<file path="src/rtl/pipe_cla_pkg.sv">
// -----------------------------------------------------------------------------
// pipe_cla_pkg
//   Shared constants for the pipelined carry-lookahead adder/subtractor.
//   - DEF_WIDTH / DEF_BLOCK : default operand width and lookahead slice width
//   - OP_ADD / OP_SUB       : encodings of the 'sub' operation select input
//   No ports (package).
// -----------------------------------------------------------------------------
package pipe_cla_pkg;

  localparam int DEF_WIDTH = 32;
  localparam int DEF_BLOCK = 8;

  localparam logic OP_ADD = 1'b0;
  localparam logic OP_SUB = 1'b1;

endpackage : pipe_cla_pkg

</file>
<file path="src/rtl/cla_slice.sv">
// -----------------------------------------------------------------------------
// cla_slice
//   Combinational BLOCK-bit carry-lookahead slice. Every internal carry is
//   formed directly from the generate/propagate terms and c_in (sum of
//   products), not rippled from the previous bit.
//
// Ports
//   a, b    in  [BLOCK-1:0]  slice operands (b already inverted for subtract)
//   c_in    in  1            carry into bit 0 of the slice
//   sum     out [BLOCK-1:0]  slice sum
//   c_out   out 1            carry out of the slice MSB
//   grp_g   out 1            group generate (carry out assuming c_in = 0)
//   grp_p   out 1            group propagate (all bits propagate)
//   c_msb   out 1            carry into the slice MSB (overflow detection)
// -----------------------------------------------------------------------------
module cla_slice #(
  parameter int BLOCK = 8
) (
  input  logic [BLOCK-1:0] a,
  input  logic [BLOCK-1:0] b,
  input  logic             c_in,
  output logic [BLOCK-1:0] sum,
  output logic             c_out,
  output logic             grp_g,
  output logic             grp_p,
  output logic             c_msb
);

  logic [BLOCK-1:0] g;
  logic [BLOCK-1:0] p;
  logic [BLOCK:0]   c;
  logic             term;
  logic             pp;
  logic             gg_acc;

  assign g = a & b;
  assign p = a ^ b;

  // c[i+1] = g[i] | p[i]g[i-1] | p[i]p[i-1]g[i-2] | ... | p[i..0]c_in
  // 'term' accumulates the generate products, 'pp' the running propagate
  // product walking down from bit i.
  always_comb begin
    c      = '0;
    term   = 1'b0;
    pp     = 1'b0;
    gg_acc = 1'b0;
    c[0]   = c_in;
    for (int i = 0; i < BLOCK; i++) begin
      term = g[i];
      pp   = p[i];
      for (int j = i - 1; j >= 0; j--) begin
        term = term | (pp & g[j]);
        pp   = pp & p[j];
      end
      c[i+1] = term | (pp & c_in);
      if (i == BLOCK - 1) begin
        gg_acc = term;
      end
    end
  end

  assign sum   = p ^ c[BLOCK-1:0];
  assign c_out = c[BLOCK];
  assign c_msb = c[BLOCK-1];
  assign grp_g = gg_acc;
  assign grp_p = &p;

endmodule : cla_slice

</file>
<file path="src/rtl/pipe_cla_adder.sv">
// -----------------------------------------------------------------------------
// pipe_cla_adder
//   Pipelined carry-lookahead adder/subtractor. A WIDTH-bit operation is split
//   into STAGES = WIDTH/BLOCK slices; stage k resolves bits [k*BLOCK +: BLOCK]
//   and registers its carry for stage k+1. Latency is STAGES cycles and one
//   operation per cycle is sustained while the consumer is ready.
//   WIDTH must be a multiple of BLOCK and WIDTH > BLOCK (at least two stages).
//
// Configuration macro: PIPE_CLA_FLAGS_EN
//   defined   : c_out / overflow are registered in the last stage and zero is
//               decoded from the registered result.
//   undefined : flag logic removed, c_out / overflow / zero tied to 0.
//
// Ports
//   clock          in  1       rising-edge clock
//   reset_n        in  1       asynchronous active-low reset
//   in_valid       in  1       operand beat offered
//   in_ready       out 1       a beat is accepted this cycle if in_valid
//   data_operandA  in  WIDTH   operand A
//   data_operandB  in  WIDTH   operand B
//   sub            in  1       OP_ADD: A+B, OP_SUB: A-B
//   out_valid      out 1       result beat offered
//   out_ready      in  1       consumer accepts the result
//   data_result    out WIDTH   sum or difference (modulo 2^WIDTH)
//   c_out          out 1       carry out of MSB (subtract: 1 = no borrow)
//   overflow       out 1       two's-complement overflow
//   zero           out 1       data_result == 0 (qualify with out_valid)
// -----------------------------------------------------------------------------
module pipe_cla_adder
  import pipe_cla_pkg::*;
#(
  parameter int WIDTH = DEF_WIDTH,
  parameter int BLOCK = DEF_BLOCK
) (
  input  logic             clock,
  input  logic             reset_n,
  input  logic             in_valid,
  output logic             in_ready,
  input  logic [WIDTH-1:0] data_operandA,
  input  logic [WIDTH-1:0] data_operandB,
  input  logic             sub,
  output logic             out_valid,
  input  logic             out_ready,
  output logic [WIDTH-1:0] data_result,
  output logic             c_out,
  output logic             overflow,
  output logic             zero
);

  localparam int STAGES = WIDTH / BLOCK;

  // Handshake: a beat moves into stage k on a rising edge where its upstream
  // holds valid data and ready[k] is high. ready[k] = !valid_q[k] ||
  // ready[k+1], with ready[STAGES] = out_ready, so a full pipeline stalls in
  // the same cycle the consumer deasserts out_ready, and a full pipeline can
  // accept a new beat in the cycle its oldest beat leaves. A stalled stage
  // keeps its contents unchanged.
  logic [STAGES:0]   ready;
  logic [STAGES-1:0] up_valid;

  // Per-stage registers. Operands are stored pre-shifted so the bits the next
  // stage needs are always at [BLOCK-1:0]; consumed bits are shifted out.
  logic              valid_q [STAGES];
  logic [WIDTH-1:0]  res_q   [STAGES];
  logic [WIDTH-1:0]  a_q     [STAGES-1];
  logic [WIDTH-1:0]  b_q     [STAGES-1];
  logic              carry_q [STAGES-1];

  // Upstream view of each stage (stage 0 looks at the input port).
  logic [WIDTH-1:0]  up_a    [STAGES];
  logic [WIDTH-1:0]  up_b    [STAGES];
  logic [WIDTH-1:0]  up_res  [STAGES];
  logic              up_cin  [STAGES];

  // Slice outputs.
  logic [BLOCK-1:0]  sl_sum  [STAGES];
  logic [STAGES-1:0] sl_cout;
  logic [STAGES-1:0] sl_cmsb;
  logic [STAGES-1:0] sl_gg;
  logic [STAGES-1:0] sl_gp;

  logic              is_sub;
  logic [WIDTH-1:0]  b_eff;

  // Subtraction is A + ~B + 1: invert B and feed the 1 as stage-0 carry-in.
  assign is_sub = (sub == OP_SUB);
  assign b_eff  = is_sub ? ~data_operandB : data_operandB;

  assign ready[STAGES] = out_ready;
  assign in_ready      = ready[0];

  for (genvar k = 0; k < STAGES; k++) begin : g_stage

    assign ready[k] = !valid_q[k] || ready[k+1];

    if (k == 0) begin : g_first
      assign up_valid[k] = in_valid;
      assign up_a[k]     = data_operandA;
      assign up_b[k]     = b_eff;
      assign up_res[k]   = '0;
      assign up_cin[k]   = is_sub;
    end else begin : g_next
      assign up_valid[k] = valid_q[k-1];
      assign up_a[k]     = a_q[k-1];
      assign up_b[k]     = b_q[k-1];
      assign up_res[k]   = res_q[k-1];
      assign up_cin[k]   = carry_q[k-1];
    end

    cla_slice #(
      .BLOCK (BLOCK)
    ) u_slice (
      .a     (up_a[k][BLOCK-1:0]),
      .b     (up_b[k][BLOCK-1:0]),
      .c_in  (up_cin[k]),
      .sum   (sl_sum[k]),
      .c_out (sl_cout[k]),
      .grp_g (sl_gg[k]),
      .grp_p (sl_gp[k]),
      .c_msb (sl_cmsb[k])
    );

    // Valid bit and accumulated result bits [0 .. (k+1)*BLOCK-1].
    always_ff @(posedge clock or negedge reset_n) begin
      if (!reset_n) begin
        valid_q[k] <= 1'b0;
        res_q[k]   <= '0;
      end else if (ready[k]) begin
        valid_q[k] <= up_valid[k];
        if (up_valid[k]) begin
          res_q[k] <= up_res[k] | (WIDTH'(sl_sum[k]) << (k * BLOCK));
        end
      end
    end

    // Unconsumed operand bits and the slice carry, needed only by later stages.
    if (k < STAGES - 1) begin : g_carry
      always_ff @(posedge clock or negedge reset_n) begin
        if (!reset_n) begin
          a_q[k]     <= '0;
          b_q[k]     <= '0;
          carry_q[k] <= 1'b0;
        end else if (ready[k] && up_valid[k]) begin
          a_q[k]     <= up_a[k] >> BLOCK;
          b_q[k]     <= up_b[k] >> BLOCK;
          carry_q[k] <= sl_cout[k];
        end
      end
    end

  end : g_stage

  assign out_valid   = valid_q[STAGES-1];
  assign data_result = res_q[STAGES-1];

`ifdef PIPE_CLA_FLAGS_EN
  logic cout_q;
  logic ovf_q;

  // Overflow: carry into the MSB differs from carry out of the MSB.
  always_ff @(posedge clock or negedge reset_n) begin
    if (!reset_n) begin
      cout_q <= 1'b0;
      ovf_q  <= 1'b0;
    end else if (ready[STAGES-1] && up_valid[STAGES-1]) begin
      cout_q <= sl_cout[STAGES-1];
      ovf_q  <= sl_cout[STAGES-1] ^ sl_cmsb[STAGES-1];
    end
  end

  assign c_out    = cout_q;
  assign overflow = ovf_q;
  assign zero     = (data_result == '0);
`else
  assign c_out    = 1'b0;
  assign overflow = 1'b0;
  assign zero     = 1'b0;
`endif

  // Group terms, non-final slice flags and the last stage's leftover operand
  // bits have no consumer here; gather them so they are visibly intentional.
  logic unused_slice_bits;
  assign unused_slice_bits = ^{sl_gg, sl_gp, sl_cmsb, sl_cout,
                               up_a[STAGES-1], up_b[STAGES-1]};

endmodule : pipe_cla_adder

</file>
<file path="config.mk">
export PLATFORM = sky130hd
export DESIGN_NAME = pipe_cla_adder
export DESIGN_NICKNAME = d
export VERILOG_FILES = /design/src/rtl/pipe_cla_pkg.sv /design/src/rtl/cla_slice.sv /design/src/rtl/pipe_cla_adder.sv
export SDC_FILE = /design/constraint.sdc
export NUM_CORES = 1
export LEC_CHECK = 0
export CAP_MARGIN = 20
export CORE_MARGIN = 10
export CORE_UTILIZATION = 50
export DETAILED_ROUTE_END_ITERATION = 8
export PLACE_DENSITY = 0.81
export SYNTH_ARGS = -nofsm -noshare
export SYNTH_HDL_FRONTEND = slang
export SYNTH_SLANG_ARGS = --single-unit
</file>
<file path="constraint.sdc">
create_clock -name clock -period 1.8 [get_ports clock]
set_input_delay 0.27 -clock clock [delete_from_list [all_inputs] [get_ports clock]]
set_output_delay 0.27 -clock clock [all_outputs]
set_load 0.01 [all_outputs]
</file>
==> flow_summary.toml, run 1 <==
[clocking]
clockRootBuffer = "sky130_fd_sc_hd__clkbuf_16"
clock-sinks = 183
clk_path_buf_depth = 2
clk_latency_ps = 430
tritoncts = "yes"
htreeDepth = 4
cts-buffers-inserted = 17
clkTransAtPathRegs_ps = 70

[floorplanning]
top_level_ports = 106
core_region_area_um2 = 16640
placement_rows = 47
initial_utilization = 0.5113
die_width_um = 150.5
dieArea_um2 = 22640
die_height_um = 150.5

[timing]
slew-limit-headroom = 0.6489
fin_hold_ws_ps = 349.9
final_worst_clock_skew_ps = 6.335
tightest_slew_ps = 526.6
grt_setup_unrepaired = "true"
post-route-period-util = 0.9855
setup_viol = 0
report.final.hold_viol_count = 0
period_needed_ps = 1774
setup_slack_ps = 26.16
report.final.slew_viol_count = 0
finalSetupTns_ps = 0
timing.fmax_mhz = 563.7

[synth]
synth_top_flop_cell = "sky130_fd_sc_hd__dfrtp_1"
synth.avg_cell_area_um2 = 11.30
synthDistinctLibCells = 45
postSynth.asyncResetShare = 1.000
synth_top_cells_by_area = "sky130_fd_sc_hd__dfrtp_1 54%, sky130_fd_sc_hd__mux2_2 12%, sky130_fd_sc_hd__nand2_1 7.0%"
netlist.area_leader.share = 0.5382
synthesis.area_um2 = 8509
postSynthRegisterBits = 183
warnings_from_yosys = 0
synthDominantAreaCellType = "sky130_fd_sc_hd__dfrtp_1"
synth_cells = 753
synth_edf_count = 0
synth-seq-area-share = 0.5382

[route]
detail_route.drc_violations = 0
ant_nets = 0
mean_routed_wirelength_per_cell_um = 16.12
vias = 5581
via_density = 5.078
first_pass_iters = 4
drt_first_iter_violations = 265
routed_wl_um = 17720

[final_layout]
area.growth.synth_to_final_pct = 25.22
layout-drive-gt1-share = 0.2463
nNetsFinal = 969
utilization = 0.6403
final_area_um2 = 10660

[power]
vdd_drop_max_uv = 878.2
pwr_density_cell_nw_per_um2 = 1418
cellLeakagePower_uw = 0.004817

[setup_path]
critical_path.top_delay_family = "compound AO/OA/AOI/OAI gates"
cpMaxStageDelayCell = "sky130_fd_sc_hd__dfrtp_1"
worstSetupEndpointType = "flop"
cpPeakStageDelay_ps = 380
critPathArrivalTime_ps = 2090
number_of_buffers_and_inverters_on_the_critical_path = 0
worst_ep_required_time_ps = 2110
reg2reg_from = "b_q[64]"
timing.critical_path.fanout_max = 2
reg2regPathDepth = 6
critical_path.cell_chain = "ha_1 -> a211oi_2 -> o21bai_1 -> o31ai_2 -> o21ai_0 -> mux2_2"
endpoint_of_the_lowest_slack_register_to_register_path = "carry_q[1]"
worst_setup_path_category = "flop to flop"
regToRegSetupSlack_ps = 30
worstSetupStartpointType = "flop"

[global_routing]
grt.total_usage = 0.1609
globalRouteOverflowTotal = 0
grt_first_pass_wirelength_um = 29250
via_count_of_the_first_global_routing_pass = 5832
antenna_violations_before_repair = 3
pin_count_of_the_biggest_net_entering_global_routing = 53

[placement]
gp_congestion = 0.8090
io_buffer_count = 102
placed_cell_area_um2 = 9884
dpl.hpwl_um = 12960
place_ws_ps = -486.8

[flow_run]
max_cap_viol = 0

[outcome]
result_of_the_run = "completed"

[hold_path]
min_delay_path_class = "input pin to asynchronous set/reset pin"
## repair_timing
item	CTS	global route
hold buffers	1	0
endpoints found under the setup margin	9	16
setup buffers	2	2
cloned	0	0
resized for setup	7	39
pin swaps	6	27
hold endpoints to repair	47	0
## synthesized netlist by cell type (2+ instances only)
cell type	number
sky130_fd_sc_hd__clkbuf_1	10
sky130_fd_sc_hd__nor3_1	7
sky130_fd_sc_hd__xor2_1	24
sky130_fd_sc_hd__fa_1	3
sky130_fd_sc_hd__nand2b_1	6
sky130_fd_sc_hd__buf_4	39
sky130_fd_sc_hd__o21ai_0	66
sky130_fd_sc_hd__mux2_2	90
sky130_fd_sc_hd__xnor2_1	34
sky130_fd_sc_hd__nor2b_1	2
sky130_fd_sc_hd__a31oi_1	2
sky130_fd_sc_hd__a21o_1	5
sky130_fd_sc_hd__buf_6	2
sky130_fd_sc_hd__o31ai_1	2
sky130_fd_sc_hd__nand3_1	7
sky130_fd_sc_hd__dfrtp_1	183
sky130_fd_sc_hd__nor2_1	9
sky130_fd_sc_hd__a21oi_2	2
sky130_fd_sc_hd__buf_2	17
sky130_fd_sc_hd__a211oi_1	5
sky130_fd_sc_hd__nand2_1	158
sky130_fd_sc_hd__o21bai_1	4
sky130_fd_sc_hd__inv_1	10
sky130_fd_sc_hd__ha_1	33
sky130_fd_sc_hd__nor3b_1	2
sky130_fd_sc_hd__a21oi_1	12
## how the worst max path moves through the flow
| stage | startpoint | end | cells past startpoint |
|---|---|---|---|
| 2_1_floorplan | sub | res_q[102] | 9 |
| 3_5_place_dp | data_operandB[0] | res_q[102] | 8 |
| 4_1_cts | out_valid | in_ready | 3 |
| 3_3_place_gp | data_operandB[0] | res_q[102] | 8 |
| 6_report | b_q[64] | carry_q[1] | 6 |
| 5_1_grt | b_q[64] | carry_q[1] | 6 |
## placed cells by master (no fill, tap or decap), types with 6 or more instances in the layout
master                            synthesis  layout
sky130_fd_sc_hd__dfrtp_1                183     183
sky130_fd_sc_hd__nand2_1                158     156
sky130_fd_sc_hd__clkdlybuf4s50_1          0      95
sky130_fd_sc_hd__mux2_2                  90      90
sky130_fd_sc_hd__o21ai_0                 66      54
sky130_fd_sc_hd__buf_4                   39      47
sky130_fd_sc_hd__xnor2_1                 34      34
sky130_fd_sc_hd__ha_1                    33      27
sky130_fd_sc_hd__xor2_1                  24      23
sky130_fd_sc_hd__clkbuf_16                0      17
sky130_fd_sc_hd__inv_1                   10      10
sky130_fd_sc_hd__o21ai_1                  1      10
sky130_fd_sc_hd__nor2_1                   9       8
sky130_fd_sc_hd__a21oi_1                 12       8
sky130_fd_sc_hd__buf_12                   0       8
sky130_fd_sc_hd__nand3_1                  7       6
sky130_fd_sc_hd__nand2b_1                 6       6
## stage by stage
step / cells / power [uW]
final: 1099 / 15110
after global routing: 1098 / 16120
after CTS: 1095 / 14930
after detailed placement: 1060 / 11270
after global placement: 1060 / 11010
after floorplan: 755 / 9565
## flip-flops by register name, summed over array words and instances, names as in the netlist
| name | count |
|---|---|
| carry_q | 3 |
| a_q | 48 |
| b_q | 48 |
| up_valid | 3 |
| out_valid | 1 |
| res_q | 48 |
| data_result | 32 |
## report_power, final
group | switching (uW) | internal (uW) | leakage (uW)
clock | 1570 | 1960 | 0.000280
combinational | 2430 | 2830 | 0.00232
sequential | 833 | 5480 | 0.00222
## routing by layer
metal / part of all wire / GRT usage
met5: 0.00073 / 0
met4: 0.021 / 0.06074
met3: 0.034 / 0.03601
met2: 0.49 / 0.2654
met1: 0.45 / 0.2026
## layout make-up
class                           count  area, um^2
Multi-Input combinational cell    494        3656
Inverter                           10       37.54
Timing Repair Buffer              158        1541
Antenna cell                        2       5.005
Fill cell                        1249        5987
Clock buffer                       19       442.9
Sequential cell                   183        4579
Tap cell                          220       275.3
Clock inverter                     13       117.6
## cells by family (layout without fill, tap and decap cells)
logic type               count (synthesis)  after routing  synth area share
buffers and inverters                   78            200           0.05587
multiplexers                            91             91            0.1203
adder cells (fa/ha/maj)                 36             36           0.05558
AO/OA/AOI/OAI                          106            106           0.07234
flip-flops                             183            183            0.5382
XOR/XNOR                                58             58           0.05970
AND/OR/NAND/NOR                        200            200           0.09763
other                                    1              5         0.0004407
No activity file was read; power rests on OpenSTA's default activity.
==> run 2: changes to the inputs <==
--- a/config.mk
+++ b/config.mk
@@ -6,6 +6,7 @@
 export NUM_CORES = 1
 export LEC_CHECK = 0
 export CAP_MARGIN = 20
+export CORE_ASPECT_RATIO = 0.8
 export CORE_MARGIN = 10
 export CORE_UTILIZATION = 50
 export DETAILED_ROUTE_END_ITERATION = 8
==> run 2 against run 1 <==
Sequential cell count unchanged. Register-to-register slack about the same. Critical path type is now input pin to flop. Hold slack worse by 38 ps. Highest routed layer is now met4. Sequential power is 0.6% lower. Critical endpoint is now res_q[102]. Combinational power is 2% lower.
==> flow_summary.toml, run 2 (synthesis results as in run 1) <==
[outcome]
result_of_the_run = "completed"

[clocking]
clk_path_buf_depth = 2
clk_latency_ps = 430
clkTransAtPathRegs_ps = 70
cts-buffers-inserted = 17
tritoncts = "yes"
clock-sinks = 183
htreeDepth = 4
clockRootBuffer = "sky130_fd_sc_hd__clkbuf_16"

[floorplanning]
die_height_um = 136.7
placement_rows = 42
die_width_um = 165.9
core_region_area_um2 = 16610
top_level_ports = 106
dieArea_um2 = 22670
initial_utilization = 0.5124

[route]
first_pass_iters = 4
routed_wl_um = 17900
drt_first_iter_violations = 369
via_density = 5.109
vias = 5600
detail_route.drc_violations = 0
ant_nets = 0
mean_routed_wirelength_per_cell_um = 16.33

[global_routing]
pin_count_of_the_biggest_net_entering_global_routing = 48
grt.total_usage = 0.1627
globalRouteOverflowTotal = 0
grt_first_pass_wirelength_um = 30150
via_count_of_the_first_global_routing_pass = 5938
antenna_violations_before_repair = 0

[timing]
timing.fmax_mhz = 565.0
report.final.slew_viol_count = 0
final_worst_clock_skew_ps = 6.534
post-route-period-util = 0.9833
grt_setup_unrepaired = "true"
setup_slack_ps = 30.06
setup_viol = 0
report.final.hold_viol_count = 0
period_needed_ps = 1770

[setup_path]
timing.critical_path.fanout_max = 3
critPathArrivalTime_ps = 2130
critPathMostFrequentCell = "sky130_fd_sc_hd__nand3_1"
worst_setup_path_category = "input pin to flop"
reg2reg_from = "a_q[68]"
reg2regPathDepth = 6
cpPeakStageDelay_ps = 460
number_of_buffers_and_inverters_on_the_critical_path = 1
cpMaxStageDelayCell = "sky130_fd_sc_hd__or4b_1"
worst_ep_required_time_ps = 2160
critical_path.cell_chain = "clkdlybuf4s50_1 -> xor2_1 -> ha_1 -> nand3_1 -> o2111ai_2 -> a21oi_2 -> or4b_1 -> nand3_1"
worstSetupStartpointType = "input pin"
cp_num_cells = 8
endpoint_of_the_lowest_slack_register_to_register_path = "res_q[79]"
critical_path.top_delay_family = "simple AND/OR/NAND/NOR gates"
worstSetupEndpointType = "flop"
regToRegSetupSlack_ps = 30

[hold_path]
min_delay_path_class = "input pin to asynchronous set/reset pin"

[placement]
place_ws_ps = -458.8
io_buffer_count = 102
gp_congestion = 0.8278
dpl.hpwl_um = 12950
dp.cells = 1062

[power]
cellLeakagePower_uw = 0.004814
clock_power_share = 0.258
power.net_switching_uw = 4805
seq_power_share = 0.408
vdd_drop_max_uv = 805.3
switching_share = 0.3118
pwr_density_cell_nw_per_um2 = 1446
power_frac_comb = 0.334
internal_power_uw = 10600

[final_layout]
layout-drive-gt1-share = 0.2397
area.growth.synth_to_final_pct = 25.19
nNetsFinal = 968
biggestRegsByFlops = "a_q x48, b_q x48, res_q x48"
antenna-diode-count = 0
mostFrequentLayoutCell = "sky130_fd_sc_hd__dfrtp_1"
layout.cells.non_filler = 1096
final_cell_mix = "183 x sky130_fd_sc_hd__dfrtp_1, 157 x sky130_fd_sc_hd__nand2_1, 98 x sky130_fd_sc_hd__clkdlybuf4s50_1, 90 x sky130_fd_sc_hd__mux2_2, 55 x sky130_fd_sc_hd__o21ai_0"

[flow_run]
max_cap_viol = 0
[run 2: cell count changes in the layout (fill, tap and decap cells not counted), moves of 3 or more]
cell	delta
sky130_fd_sc_hd__bufinv_16	+3
sky130_fd_sc_hd__clkdlybuf4s50_1	+3
sky130_fd_sc_hd__clkinv_2	-3
sky130_fd_sc_hd__dlymetal6s2s_1	-3
sky130_fd_sc_hd__inv_6	-3
[run 2: worst register-to-register path: cells and delay by family (launching register included)]
kind,cells,cell delay [ps]
and+or+nand+nor,1,300
AOI/OAI and AO/OA,3,500
DFF,1,390
adders and majority gates,1,270
xor gates and xnor gates,1,180
[run 2: power by group through the flow]
| stage | logic (uW) | registers (uW) | clock network (uW) |
|---|---|---|---|
| after global placement | 4730 | 6270 | 0 |
| after global routing | 5730 | 6460 | 4230 |
| after detailed placement | 4900 | 6330 | 0 |
| after floorplan | 3500 | 6060 | 0 |
| after CTS | 5000 | 6280 | 4030 |
| final | 5150 | 6280 | 3970 |
[run 2: repair_timing]
action,CTS,global route
resized for setup,9,27
pin swaps,8,12
hold endpoints to repair,34,0
endpoints found under the setup margin,10,27
buffers inserted,0,1
hold buffers,1,0
[run 2: layout make-up]
type                    count  area [um^2]
fillers                  1265         5953
flip-flops and latches    183         4579
multi-input cells         494         3605
repair buffers            157         1518
clock buffers              19        442.9
well taps                 220        275.3
clock inverters            13        195.2
inverters                  10        37.54
[run 2: how the worst max path moves through the flow]
stage / slack (ps) / start / endpoint
6_report: 30 / data_operandB[1] / res_q[102]
5_1_grt: -80 / a_q[68] / res_q[79]
4_1_cts: 0.3 / a_q[32] / carry_q[0]
3_5_place_dp: -460 / data_operandB[0] / carry_q[2]
3_3_place_gp: -420 / data_operandB[0] / carry_q[2]
2_1_floorplan: -250 / sub / res_q[102]
[run 2: per-layer routing]
metal  global-route usage  routed length [um]  vias to the layer above
li1                     -                   -                     2720
met1               0.2012                8214                     2751
met2               0.2693                8509                      105
met3              0.04700                 900                       24
met4              0.05550                 274                        0
met5                    0                   0                        -
[run 2: stage by stage]
stage | cell area (um^2) | hold slack (ps) | power, uW | util | TNS (ps)
floorplan | 8553 | -25.59 | 9565 | - | -468.9
global placement | 9889 | 206.4 | 10990 | 0.5955 | -16260
detailed placement | 9889 | 206.8 | 11220 | 0.5955 | -20380
CTS | 10560 | 312.4 | 15300 | 0.6359 | 0
global route | 10650 | 329.7 | 16420 | 0.6415 | -259.2
finish | 10650 | 311.9 | 15410 | 0.6415 | 0
